===== src/rtl/seq_serializer.sv =====
// seq_serializer: parallel-in / serial-out stage that feeds a bit-serial
// consumer (the sequence detector's x input), one bit per clock.
//
// Ports:
//   clk, rst     - clock; asynchronous active-high reset
//   din          - WIDTH-bit word to serialize
//   din_valid    - din holds a word to transfer
//   din_ready    - one-word holding buffer can take a word
//   x_out        - serial bit (IDLE_BIT when no word is being shifted)
//   x_valid      - x_out carries a data bit
//   frame_start  - x_out carries the first bit of a word
//   busy         - shifter active or holding buffer occupied
//
// A word waits in `hold` until the shifter is idle or presenting the last bit
// of the current word, so a continuous source yields a gapless stream.
module seq_serializer #(
  parameter int WIDTH     = 8,
  parameter bit MSB_FIRST = 1'b1,
  parameter bit IDLE_BIT  = 1'b0
) (
  input  logic             clk,
  input  logic             rst,
  input  logic [WIDTH-1:0] din,
  input  logic             din_valid,
  output logic             din_ready,
  output logic             x_out,
  output logic             x_valid,
  output logic             frame_start,
  output logic             busy
);
  localparam int CW = $clog2(WIDTH);

  typedef enum logic {IDLE, SHIFT} state_t;

  state_t           state;
  logic [WIDTH-1:0] hold;
  logic             hold_full;
  logic [WIDTH-1:0] sh;
  logic [WIDTH-1:0] sh_nx;
  logic [CW-1:0]    cnt;
  logic             accept;
  logic             load;

  assign din_ready = !hold_full && !rst;
  assign busy      = (state == SHIFT) || hold_full;
  assign accept    = din_valid && din_ready;
  // cnt==0 in SHIFT means the last bit is on x_out: reload without a gap.
  assign load      = hold_full && ((state == IDLE) || (cnt == '0));
  assign sh_nx     = MSB_FIRST ? (sh << 1) : (sh >> 1);

  always_ff @(posedge clk or posedge rst) begin
    if (rst) begin
      state       <= IDLE;
      hold        <= '0;
      hold_full   <= 1'b0;
      sh          <= '0;
      cnt         <= '0;
      x_out       <= IDLE_BIT;
      x_valid     <= 1'b0;
      frame_start <= 1'b0;
    end else begin
      if (load) begin
        sh          <= hold;
        cnt         <= CW'(WIDTH - 1);
        x_out       <= MSB_FIRST ? hold[WIDTH-1] : hold[0];
        x_valid     <= 1'b1;
        frame_start <= 1'b1;
        state       <= SHIFT;
      end else if (state == SHIFT && cnt != '0) begin
        sh          <= sh_nx;
        x_out       <= MSB_FIRST ? sh_nx[WIDTH-1] : sh_nx[0];
        cnt         <= cnt - 1'b1;
        frame_start <= 1'b0;
      end else if (state == SHIFT) begin
        state       <= IDLE;
        x_out       <= IDLE_BIT;
        x_valid     <= 1'b0;
        frame_start <= 1'b0;
      end

      // accept and load are exclusive (ready needs an empty buffer, load a
      // full one), but accept is given priority so hold_full stays set if
      // both ever coincide.
      if (accept) begin
        hold      <= din;
        hold_full <= 1'b1;
      end else if (load) begin
        hold_full <= 1'b0;
      end
    end
  end
endmodule


===== config.mk =====
export PLATFORM = sky130hd
export DESIGN_NAME = seq_serializer
export DESIGN_NICKNAME = d
export VERILOG_FILES = /design/src/rtl/seq_serializer.sv
export SDC_FILE = /design/constraint.sdc
export NUM_CORES = 1
export LEC_CHECK = 0
export CORE_ASPECT_RATIO = 1.4
export CORE_MARGIN = 1.5
export CORE_UTILIZATION = 46
export DETAILED_ROUTE_END_ITERATION = 16
export PLACE_DENSITY = 0.71
export SYNTH_ARGS = -nofsm -noshare
export SYNTH_HDL_FRONTEND = slang
export SYNTH_SLANG_ARGS = --single-unit

===== constraint.sdc =====
create_clock -name clk -period 1.33 [get_ports clk]
set_input_delay 0.399 -clock clk [delete_from_list [all_inputs] [get_ports clk]]
set_output_delay 0.399 -clock clk [all_outputs]
set_load 0.1 [all_outputs]

# Word level (Yosys, flattened, before mapping)
# Cells that the tools add are included.
# totals
in_bits,11
reg_bits,23
elab_cells,41
output_inout_bits,5
# op_classes
eq_ne,1
n_reduce_logical,15
add_sub_neg,1
bitwise,1
mux,15
# op_table
op,n
7-bit 2-to-1 mux,2
1-bit 2-to-1 mux,11
3-bit 2-to-1 mux,2
2-bit nonzero test,3
3-bit nonzero test,2
1-bit logical AND,4
3-bit zero test,1
"3-bit by 1-bit subtractor with 3-bit output, second input constant",1
1-bit zero test,2
1-bit logical OR,2
"2-bit != test, second input constant",1
2-bit AND reduction,1
1-bit inverter,1

# Depth between registers and ports, before layout
# Gate-level depths: netlist of run 1.
# logic_depth
depth_word,5
depth_mapped,7
depth_no_buf,6

# Worst setup path before layout of run 1
# OpenSTA, ideal clock, no wires.
# synth_timing
path_type,register -> register
start,register hold_full
end,register hold[0]
path_buffers,2
setup_slack_ns,-0.834
required_ns,1.205
period_less_slack_ns,2.164
stages_incl_launch_ff,6
setup_time_ns,0.125
arrival_time_ns,2.039
cell_sequence,dfrtp_1 > buf_6 > nor2_2 > and2_4 > buf_6 > mux2_4
# synth_via
elab_chain_cells,3
# synth_lines
element,line_no,text
from (decl),37,logic hold_full;
from (signal assigned),55,hold_full <= 1'b0;
from (signal assigned),86,hold_full <= 1'b1;
from (signal assigned),88,hold_full <= 1'b0;
1-bit zero test,44,assign din_ready = !hold_full && !rst;
1-bit logical AND,44,
net din_ready,25,"output logic din_ready,"
1-bit logical AND,46,assign accept = din_valid && din_ready;
to (signal assigned),85,hold <= din;
to (decl),36,logic [WIDTH-1:0] hold;
# The timed path passes the listed nets, and every way through them passes these cells.
# A chain may end at the register's enable or synchronous reset.

# Final worst setup path of run 1
# layout_timing
start,register hold_full
end,output busy
# layout_via
elab_chain_cells,1
# layout_lines
element,line_no,text
1-bit logical OR,45,assign busy = (state == SHIFT) || hold_full;
to (decl),29,output logic busy
# No other way between the ends.

==> summary.md, run 1 <==
| Metric | Value |
|---|---|
| Critical path arrival | `1180 ps` |
| Syn_area_per_cell | `between 10 and 15 µm²` |
| Die Area | `between 2000 and 3000 µm²` |
| Wire length per cell | `13.52 µm` |
| TritonCTS clock tree | `built` |
| Dominant cells by area after synthesis | `dfrtp_1, mux2_4, mux2i_1` |
| Status | `finished, violations left` |
| Fin. max-slew vios | `0` |
| Setup WS post-layout | `-253.5 ps` |
| Synthesis-stage register bit count | `23` |
| Drt pass-1 iters | `4` |
| Routability Congestion | `0.6791` |
| Hold_ws | `281.1 ps` |
| Floorplan die height | `58.81 µm` |
| Hpwl dp | `1.292 mm` |
| Worst Setup Path Type | `reg2out` |
| Longest Clk Path Bufs | `2` |
| DRC violation count after routing | `0` |
| Worst setup EP type | `output port` |
| Clock slew at reported path FFs | `130 ps` |
| Final nets | `about 120` |
| Failing checks | `setup timing` |
| Synth area leader | `dfrtp_1` |
| Yosys top cell area share | `56.23%` |
| Max Freq | `approximately 0.63 GHz` |
| Initial antenna violation count | `0` |
| Starting Density | `48.12%` |
| Detailed Route Iter0 Violations | `7` |
| Met3 WL | `about 39 µm` |
| Largest net degree at the start of global routing | `24` |
| Number of hold violations in the final report | `0` |
| Antenna Cells | `0` |
| Vias per cell | `5.068` |
| Die width | `about 43 µm` |
| RSZ-0062 raised after global routing | `yes` |
| Commonest non-fill, non-tap cell in the layout | `dfrtp_1` |
| Ports | `16` |
| Data required, critical path | `930 ps` |
| Syn Std Cell Area | `1023 µm²` |
| Max incr delay on CP | `460 ps` |
| # hold bufs at CTS | `0` |
| Seq/Total Area, Yosys | `56.23%` |
| Leak pwr | `0.6499 nW` |
| Clk sink count | `23` |
| Minimum clock period | `1583 ps` |
| Via count | `669` |
| Final wirelength | `1.784 mm` |
| Measured slew at the worst slew-check pin | `186.8 ps` |
| Tot GR Track Use | `15.72%` |
| Max IR drop VDD | `between 1 and 1.5 mV` |
| Period utilisation layout | `119.1%` |
| First-pass GRT wire length | `2.925 mm` |
| Core Area | `~2100 µm²` |
| Layout cell share with drive strength beyond 1 | `37.27%` |
| CTS Root Cell | `clkbuf_4` |
| Worst skew pair latency | `300 ps` |
| Setup TNS | `-460.1 ps` |
| Yosys cell types | `20` |
| Post-Syn Nets | `between 90 and 100` |
| M1 WL | `770 µm` |
| Area growth syn-to-layout | `36.67%` |
| Worst Hold Class | `in2async` |
| Relative slew slack | `87.49%` |
| Placement Rows | `20` |
| P per Cell Area | `2421 nW/µm²` |
| Grt ovf | `0` |
| Crit path cell chain | `or2_4, buf_12` |
| Top sig layer | `met4` |
| Routed wl met2 | `954 µm` |
| Cell count after synthesis | `83` |
| YS warnings | `0` |
| Filler Cells Inserted | `between 150 and 200` |
| Total CTS buffers | `3` |
| Worst clock skew | `between 5 and 6 ps` |
| Vias in the first global route | `676` |
| Antenna viol nets, final | `0` |
| Critical-path maximum fanout | `3` |
| Startpoint class of the critical path | `register` |
| Slowest-stage cell, CP | `dfrtp_2` |
| IO Port Bufs | `15` |
| # setup viols final | `2` |
| Max_cap viols | `0` |
| Htree depth | `1` |
| Most frequent cells in the layout | `dfrtp_1, buf_4, clkdlybuf4s50_1` |
[Yosys cell counts]
cell type  instances
nand2_1            7
inv_1              4
buf_2              3
nand2b_1           1
and2_4             1
nor2_1             3
mux2_4             8
ha_1               2
buf_6              2
dfrtp_1           23
mux2i_1            8
a31oi_1            1
o21ai_0            8
nor2b_1            1
a21oi_1            3
nor3_1             3
a21o_1             1
or2_2              2
nor2_2             1
a32oi_1            1
[sequential cells by signal (all words and copies together) (netlist names)]
| signal | count |
|---|---|
| cnt | 3 |
| hold | 8 |
| frame_start | 1 |
| x_valid | 1 |
| state | 1 |
| x_out | 1 |
| sh | 7 |
| hold_full | 1 |
[per-stage QoR]
step / util [%] / cells / power [W] / setup slack [ps] / cell area, µm²
finish: 65.76 / 132 / 0.003387 / -253.5 / 1399
global route: 65.76 / 132 / 0.003619 / -301.6 / 1399
CTS: 63.41 / 130 / 0.003309 / -264.4 / 1349
detailed placement: 61.65 / 125 / 0.002956 / -355.5 / 1311
global placement: 61.65 / 125 / 0.002890 / -334.6 / 1311
floorplan: - / 83 / 0.002403 / -451.7 / 1042
[final timing paths]
| kind | from | to | slack (ps) | cells after the start |
|---|---|---|---|---|
| max | hold_full$_DFFE_PP0P_ | busy | -250 | 2 |
| min | rst | hold[4]$_DFFE_PP0P_ | 280 | 3 |
| max reg2reg | cnt[1]$_DFFE_PP0P_ | cnt[2]$_DFFE_PP0P_ | 0 | 7 |
| min reg2reg | sh[2]$_DFFE_PP0P_ | sh[3]$_DFFE_PP0P_ | 500 | 2 |
| max in group asynchronous | rst | x_valid$_DFFE_PP0P_ | 890 | 3 |
| min in group clk | sh[2]$_DFFE_PP0P_ | sh[3]$_DFFE_PP0P_ | 500 | 2 |
[critical path, delay by kind of cell (launching register included)]
| kind | cells | cell delay (ps) |
|---|---|---|
| buffers and inverters | 1 | 160 |
| DFF | 1 | 460 |
| and+or+nand+nor | 1 | 250 |
[layout make-up]
type	instances	area, µm²	share of cell area (%)
tap	22	27.53	1.968
clock buffer	3	22.52	1.610
timing repair buffer	28	312.8	22.36
clock inverter	1	5.005	0.3578
multi-input combinational	51	437.9	31.31
inverter	4	15.01	1.073
sequential	23	578.1	41.32
[repair_timing]
action,4_1_cts,5_1_grt
setup endpoints to repair,24,18
endpoints found under the hold margin,0,0
buffers inserted,1,2
pin swaps,0,1
resized for setup,3,7
[per-layer routing]
layer,GRT usage (%),up-vias
li1,-,334
met1,19.39,326
met2,26.19,7
met3,2.761,2
met4,8.036,0
met5,0,-
[where the power goes]
group / total [W] / internal, W / leakage [nW] / switching [W]
clock: 0.000315 / 0.000112 / 0.0177 / 0.000203
combinational: 0.00184 / 0.000933 / 0.351 / 0.000911
sequential: 0.00123 / 0.00101 / 0.281 / 0.000215
[cells by family after synthesis]
kind of cell,count (synthesis),synth area share [%]
flops,23,56.23
simple gates,19,9.048
mux,16,19.56
compound gates,14,7.580
buf+inv,9,5.133
fa+ha+maj,2,2.445
Power figures use the tool's default switching activity.
==> inputs of run 2 (changes only) <==
--- a/config.mk
+++ b/config.mk
@@ -6,10 +6,9 @@
 export NUM_CORES = 1
 export LEC_CHECK = 0
 export CORE_ASPECT_RATIO = 1.4
-export CORE_MARGIN = 1.5
-export CORE_UTILIZATION = 46
+export CORE_UTILIZATION = 55
 export DETAILED_ROUTE_END_ITERATION = 16
-export PLACE_DENSITY = 0.71
+export PLACE_DENSITY = 0.79
 export SYNTH_ARGS = -nofsm -noshare
 export SYNTH_HDL_FRONTEND = slang
 export SYNTH_SLANG_ARGS = --single-unit
==> constraint.sdc (replaced) <==
create_clock -name clk -period 1.95 [get_ports clk]
set_input_delay 0.585 -clock clk [delete_from_list [all_inputs] [get_ports clk]]
set_output_delay 0.585 -clock clk [all_outputs]
set_load 0.1 [all_outputs]
==> run 2 against run 1 <==
- the flow now finishes without violations
- non-clock buffer count fell by 7
- clock skew rose by 1.4 ps
- via count fell by 0.45%
- flip-flop and latch count did not move
- clock power fell by 30%
- power fell by 37%
==> summary.md, run 2 (synthesized netlist as in run 1, its figures left out) <==
| Metric | Value |
|---|---|
| Cell depth of the worst setup path | `2 (unchanged)` |
| CP Buf/Inv Count | `1 (unchanged)` |
| Commonest non-fill, non-tap cell in the layout | `dfrtp_1` |
| Setup TNS | `0 ps (+460.1 ps)` |
| Antenna viol nets, final | `0 (unchanged)` |
| Worst skew pair latency | `310 ps (about the same)` |
| FF-to-FF End | `hold[4]$_DFFE_PP0P_` |
| Critical path arrival | `1250 ps (+70 ps)` |
| Clock power frac | `10.3% (+1.0 points)` |
| DRC violation count after routing | `0 (unchanged)` |
| Hpwl dp | `1.199 mm (-7.2%)` |
| TritonCTS clock tree | `built` |
| Fin. max-slew vios | `0 (unchanged)` |
| Psw | `0.0008542 W (-36%)` |
| Top flop regs | `hold x8, sh x7, cnt x3` |
| Most frequent cells in the layout | `dfrtp_1, clkdlybuf4s50_1, mux2_4, mux2i_1, o21ai_0` |
| Worst R2R Path Depth | `5 (-2)` |
| Wire length per cell | `13.63 µm (+0.82%)` |
| CP Launch Point | `state$_DFFE_PP0P_` |
| P per Cell Area | `1654 nW/µm² (-32%)` |
| Worst Hold Class | `in2async` |
| CTS Root Cell | `clkbuf_4` |
| Post-route cell area | `1287 µm² (-8.0%)` |
| Worst Setup Path Type | `reg2out` |
| Max incr delay on CP | `430 ps (-30 ps)` |
| Status | `finished, final reports clean` |
| R2R setup slack | `480 ps (+480 ps)` |
| Max FFs per register | `8 (unchanged)` |
| Critical-path maximum fanout | `5 (+2)` |
| Longest Clk Path Bufs | `2 (unchanged)` |
| Layout cell share with drive strength beyond 1 | `26.21% (-11 points)` |
| Tot GR Track Use | `20.50% (+4.8 points)` |
| RSZ-0062 raised after global routing | `no` |
| Placement Rows | `18 (-10%)` |
| Final nets | `117 (-5.6%)` |
| Relative slew slack | `80.87% (-6.6 points)` |
| Total CTS buffers | `3 (unchanged)` |
| Sw frac | `40.10% (+0.88 points)` |
| Max_cap viols | `0 (unchanged)` |
| Clk sink count | `23 (unchanged)` |
| Initial antenna violation count | `0 (unchanged)` |
| CP endpoint | `busy` |
| Antenna Cells | `0 (unchanged)` |
| Most flop-heavy register | `hold` |
| Die width | `38.46 µm (-10%)` |
| Sequential power share | `38.7% (+2.5 points)` |
| First-pass GRT wire length | `2.870 mm (-1.9%)` |
| Worst reg2reg path startpoint | `hold_full$_DFFE_PP0P_` |
| Leak pwr | `0.6098 nW (-6.2%)` |
| Crit-path leading delay family | `flip-flops` |
| Measured slew at the worst slew-check pin | `286.9 ps (+100.2 ps)` |
| Clock slew at reported path FFs | `130 ps (about the same)` |
| Starting Density | `58.26% (+10 points)` |
| Detailed Route Iter0 Violations | `5 (-2)` |
| Max Freq | `0.5451 GHz` |
| Minimum clock period | `1835 ps` |
| Period utilisation layout | `94.08%` |
| P_int | `0.001276 W (-38%)` |
| Vias per cell | `5.415 (+6.8%)` |
| Max IR drop VDD | `0.9213 mV (-28%)` |
| Vias in the first global route | `721 (+6.7%)` |
| Ports | `16 (unchanged)` |
| Placed cell area | `1254 µm² (-4.4%)` |
| Worst setup EP type | `output port` |
| # setup viols final | `0 (-2)` |
| Startpoint class of the critical path | `register` |
| Data required, critical path | `1360 ps (+430 ps)` |
| # hold bufs at CTS | `0 (unchanged)` |
| Floorplan die height | `53.04 µm (-9.8%)` |
| Area growth syn-to-layout | `25.79%` |
| Final wirelength | `1.676 mm (-6.1%)` |
| Logic pwr share | `51.0% (-3.5 points)` |
| Slowest-stage cell, CP | `dfrtp_1` |
| Grt ovf | `0 (unchanged)` |
| Crit path cell chain | `or2_2, buf_12` |
| Htree depth | `1 (unchanged)` |
| IO Port Bufs | `15 (unchanged)` |
| Die Area | `2040 µm² (-19%)` |
| Largest net degree at the start of global routing | `24 (unchanged)` |
| Drt pass-1 iters | `4 (unchanged)` |
| Core Area | `1757 µm² (-17%)` |
| Via count | `666 (-0.45%)` |
| Number of hold violations in the final report | `0 (unchanged)` |
| Worst clock skew | `6.895 ps (+1.354 ps)` |
| Routability Congestion | `0.6999 (+3.1%)` |
run 2: cell count changes in the layout (fill, tap and decap cells not counted), moves of 2 or more:
cell,previous run,this run
buf_4,11,6
dfrtp_1,21,23
dfrtp_2,2,0
ha_1,0,2
ha_4,2,0
run 2: per-layer routing:
metal / vias up / part of all wire, % / track usage (%)
met1: 331 / 43 / 22.41
met2: 10 / 53 / 37.29
met4: 0 / 1.8 / 10.34
met5: - / 0 / 0
li1: 321 / - / -
met3: 4 / 2.1 / 2.521
run 2: cell type report:
| type | instances | area (µm²) |
|---|---|---|
| Clock inverter | 1 | 5.005 |
| Inverter | 4 | 15.01 |
| Timing Repair Buffer | 21 | 244.0 |
| Tap cell | 20 | 25.02 |
| Sequential cell | 23 | 575.6 |
| Multi-Input combinational cell | 51 | 400.4 |
| Clock buffer | 3 | 22.52 |
| Fill cell | 125 | 469.2 |
run 2: stage by stage:
step                      instances  utilization [%]  hold WS, ps  setup WS, ps  total power [W]
after global routing            123            73.29        511.1         66.08         0.002274
after CTS                       123            73.29        477.9         99.29         0.002155
final                           123            73.29        483.3         115.4         0.002130
after global placement          118            71.37        458.1         14.52         0.001877
after detailed placement        118            71.37        474.8         2.859         0.001924
after floorplan                  83                -        444.5         89.31         0.001611
run 2: worst min-delay path by stage:
| stage | start | endpoint | slack [ps] | cells past startpoint |
|---|---|---|---|---|
| floorplan | cnt[0]$_DFFE_PP0P_ | cnt[0]$_DFFE_PP0P_ | 440 | 1 |
| global placement | cnt[0]$_DFFE_PP0P_ | cnt[0]$_DFFE_PP0P_ | 460 | 1 |
| detailed placement | cnt[0]$_DFFE_PP0P_ | cnt[0]$_DFFE_PP0P_ | 470 | 1 |
| CTS | rst | hold[4]$_DFFE_PP0P_ | 480 | 3 |
| global route | rst | hold[5]$_DFFE_PP0P_ | 510 | 3 |
| finish | rst | hold[5]$_DFFE_PP0P_ | 480 | 3 |
run 2: what timing repair did:
action,CTS,global route
setup endpoints to repair,1,0
setup buffers,1,0
resized for setup,1,0
run 2: power groups by stage:
stage / clock network, W / logic [W] / registers (W)
3_5_place_dp: 0 / 0.00109 / 0.000834
5_1_grt: 0.000242 / 0.00118 / 0.000853
2_1_floorplan: 0 / 0.000682 / 0.000929
6_report: 0.000219 / 0.00109 / 0.000825
4_1_cts: 0.000229 / 0.00110 / 0.000826
3_3_place_gp: 0 / 0.00106 / 0.000819
run 2: worst reg2reg max path: cells and delay by family (launching register included):
kind                   cells  cell delay (ps)
buffers and inverters      2              300
flip-flops                 1              410
multiplexers               1              320
AND/OR/NAND/NOR            2              360
==> inputs of run 3 (changes only) <==
--- a/config.mk
+++ b/config.mk
@@ -5,10 +5,11 @@
 export SDC_FILE = /design/constraint.sdc
 export NUM_CORES = 1
 export LEC_CHECK = 0
-export CORE_ASPECT_RATIO = 1.4
+export CORE_ASPECT_RATIO = 0.8
 export CORE_UTILIZATION = 55
 export DETAILED_ROUTE_END_ITERATION = 16
 export PLACE_DENSITY = 0.79
+export SLEW_MARGIN = 0
 export SYNTH_ARGS = -nofsm -noshare
 export SYNTH_HDL_FRONTEND = slang
 export SYNTH_SLANG_ARGS = --single-unit
==> run 3 against run 2 <==
- final cell count rose by 1.6%
- maximum frequency fell by 0.93%
- flip-flop and latch count did not move
- worst hold slack got worse by 12 ps
- via count fell by 1.1%
- routed wire length fell by 5.1%
- global-route usage fell by 1.7 points
- sequential power barely moved
- count of clock-buffer cells in the layout did not move
- critical path type unchanged
- largest cell class unchanged
==> summary.md, run 3 (synthesized netlist as in run 1, its figures left out) <==
| Metric | Value |
|---|---|
| Layout cell share with drive strength beyond 1 | `26.21% (unchanged)` |
| Met3 GRT Util | `8.333% (+5.8 points)` |
| Crit path cell chain | `or2_2, buf_12` |
| Critical path arrival | `1270 ps (+20 ps)` |
| Max incr delay on CP | `440 ps (about the same)` |
| Floorplan die height | `40.59 µm (-23%)` |
| Final nets | `117 (unchanged)` |
| Setup TNS | `0 ps (unchanged)` |
| Period utilisation layout | `94.97% (+0.89 points)` |
| Vias per cell | `5.272 (-2.6%)` |
| DRC violation count after routing | `0 (unchanged)` |
| Area of the multi-input gates | `400.4 µm² (unchanged)` |
| Max FFs per register | `8 (unchanged)` |
| Hpwl dp | `1.150 mm (-4.1%)` |
| Status | `finished, final reports clean` |
| P per Cell Area | `1647 nW/µm² (-0.44%)` |
| CP Buf/Inv Count | `1 (unchanged)` |
| Area growth syn-to-layout | `26.28%` |
| Measured slew at the worst slew-check pin | `278.6 ps (-8.373 ps)` |
| Clk sink count | `23 (unchanged)` |
| Fin. max-slew vios | `0 (unchanged)` |
| Slowest-stage cell, CP | `dfrtp_1` |
| Detailed Route Iter0 Violations | `7 (+2)` |
| Worst Setup Path Type | `reg2out` |
| Data required, critical path | `1360 ps (about the same)` |
| Largest net degree at the start of global routing | `24 (unchanged)` |
| Most flop-heavy register | `hold` |
| Ports | `16 (unchanged)` |
| Htree depth | `1 (unchanged)` |
| Register area | `575.6 µm² (unchanged)` |
| Via count | `659 (-1.1%)` |
| Tot GR Track Use | `18.80% (-1.7 points)` |
| # hold bufs at CTS | `0 (unchanged)` |
| Final wirelength | `1.590 mm (-5.1%)` |
| Drt pass-1 iters | `3 (-1)` |
| Vias in the first global route | `581 (-19%)` |
| Max Freq | `0.5400 GHz (-0.93%)` |
| Relative slew slack | `81.43% (+0.56 points)` |
| CTS Root Cell | `clkbuf_4` |
| GRT busiest layer | `met2` |
| Startpoint class of the critical path | `register` |
| Starting Density | `60.50% (+2.2 points)` |
| Minimum clock period | `1852 ps (+17.30 ps)` |
| Grt ovf | `0 (unchanged)` |
| Initial antenna violation count | `0 (unchanged)` |
| First-pass GRT wire length | `2.601 mm (-9.4%)` |
| Core Area | `1692 µm² (-3.7%)` |
| Leak pwr | `0.6060 nW (-0.62%)` |
| Worst setup EP type | `output port` |
| Worst skew pair latency | `310 ps (about the same)` |
| Max_cap viols | `0 (unchanged)` |
| Longest Clk Path Bufs | `2 (unchanged)` |
| TritonCTS clock tree | `built` |
| Die width | `50.23 µm (+31%)` |
| Total CTS buffers | `3 (unchanged)` |
| Critical-path maximum fanout | `5 (unchanged)` |
| Most frequent cells in the layout | `dfrtp_1, clkdlybuf4s50_1, mux2_4, mux2i_1, o21ai_0` |
| Final Non-Filler Cells | `125 (+1.6%)` |
| Clock slew at reported path FFs | `130 ps (about the same)` |
| # setup viols final | `0 (unchanged)` |
| RSZ-0062 raised after global routing | `no` |
| Antenna viol nets, final | `0 (unchanged)` |
| Number of hold violations in the final report | `0 (unchanged)` |
| Top flop regs | `hold x8, sh x7, cnt x3` |
| Placed insts | `120 (+1.7%)` |
| Antenna Cells | `0 (unchanged)` |
| Worst Hold Class | `in2async` |
| Routability Congestion | `0.7427 (+6.1%)` |
| IO Port Bufs | `15 (unchanged)` |
| Worst clock skew | `6.257 ps (-0.6387 ps)` |
| Commonest non-fill, non-tap cell in the layout | `dfrtp_1` |
| Wire length per cell | `12.72 µm (-6.6%)` |
| Max IR drop VDD | `1.042 mV (+13%)` |
| Met2 Use GR | `31.00% (-6.3 points)` |
| Met1 Use GR | `23.19% (+0.78 points)` |
| Die Area | `2039 µm² (about the same)` |
| Crit-path leading delay family | `flip-flops` |
| Placement Rows | `13 (-5)` |
| Filler Cells Inserted | `112 (-10%)` |
==> run 3: cell types whose count changed in the layout (fill, tap and decap cells not counted) <==
cell / change
clkinv_2: -1
clkinvlp_4: +1
==> run 3: worst paths after layout <==
path	from	to	slack (ps)	cells past startpoint
min in group clk	cnt[0]$_DFFE_PP0P_	cnt[0]$_DFFE_PP0P_	480	1
max in group asynchronous	rst	x_valid$_DFFE_PP0P_	1260	3
worst min register to register	cnt[0]$_DFFE_PP0P_	cnt[0]$_DFFE_PP0P_	480	1
worst max register to register	hold_full$_DFFE_PP0P_	hold[6]$_DFFE_PP0P_	450	5
worst min-delay path	rst	hold[3]$_DFFE_PP0P_	470	3
worst max-delay path	state$_DFFE_PP0P_	busy	100	2
==> run 3: layout make-up <==
class / instances / area share, %
multi-input combinational: 51 / 30.98
sequential: 23 / 44.53
timing repair buffer: 21 / 18.88
clock inverter: 1 / 0.5808
tap: 22 / 2.130
inverter: 4 / 1.162
clock buffer: 3 / 1.742
==> run 3: what timing repair did <==
item / 4_1_cts / 5_1_grt
gates resized for setup: 1 / 0
setup buffers: 1 / 0
endpoints found under the hold margin: 0 / 0
setup endpoints to repair: 1 / 0
==> run 3: per-stage QoR <==
stage / hold slack (ps) / total power, W / utilization [%] / setup slack, ps / cell area, µm²
after detailed placement: 468.8 / 0.001918 / 74.26 / 0.7149 / 1256
after global routing: 475.5 / 0.002282 / 76.41 / 23.20 / 1292
after CTS: 464.6 / 0.002155 / 76.41 / 77.27 / 1292
after global placement: 457.6 / 0.001883 / 74.26 / 13.76 / 1256
final: 471.7 / 0.002129 / 76.41 / 98.13 / 1292
after floorplan: 444.5 / 0.001611 / - / 89.31 / 1028
==> run 3: routing by layer <==
metal | routed length (µm) | share of wire (%)
met4 | 8 | 0.50
met2 | 695 | 44
met3 | 89 | 5.6
met5 | 0 | 0
met1 | 797 | 50
==> run 3: tightest hold or removal path, cell delays in order <==
cell           delay [ps]
dlygate4sd2_1         270
inv_1                  60
buf_4                 280
==> run 3: report_power, final <==
part	internal [W]	total, W	leakage (nW)	switching [W]
Clock	0.0000783	0.000220	0.0139	0.000142
Sequential	0.000688	0.000822	0.283	0.000134
Combinational	0.000510	0.00109	0.309	0.000577
Total	0.00128	0.00213	0.606	0.000853
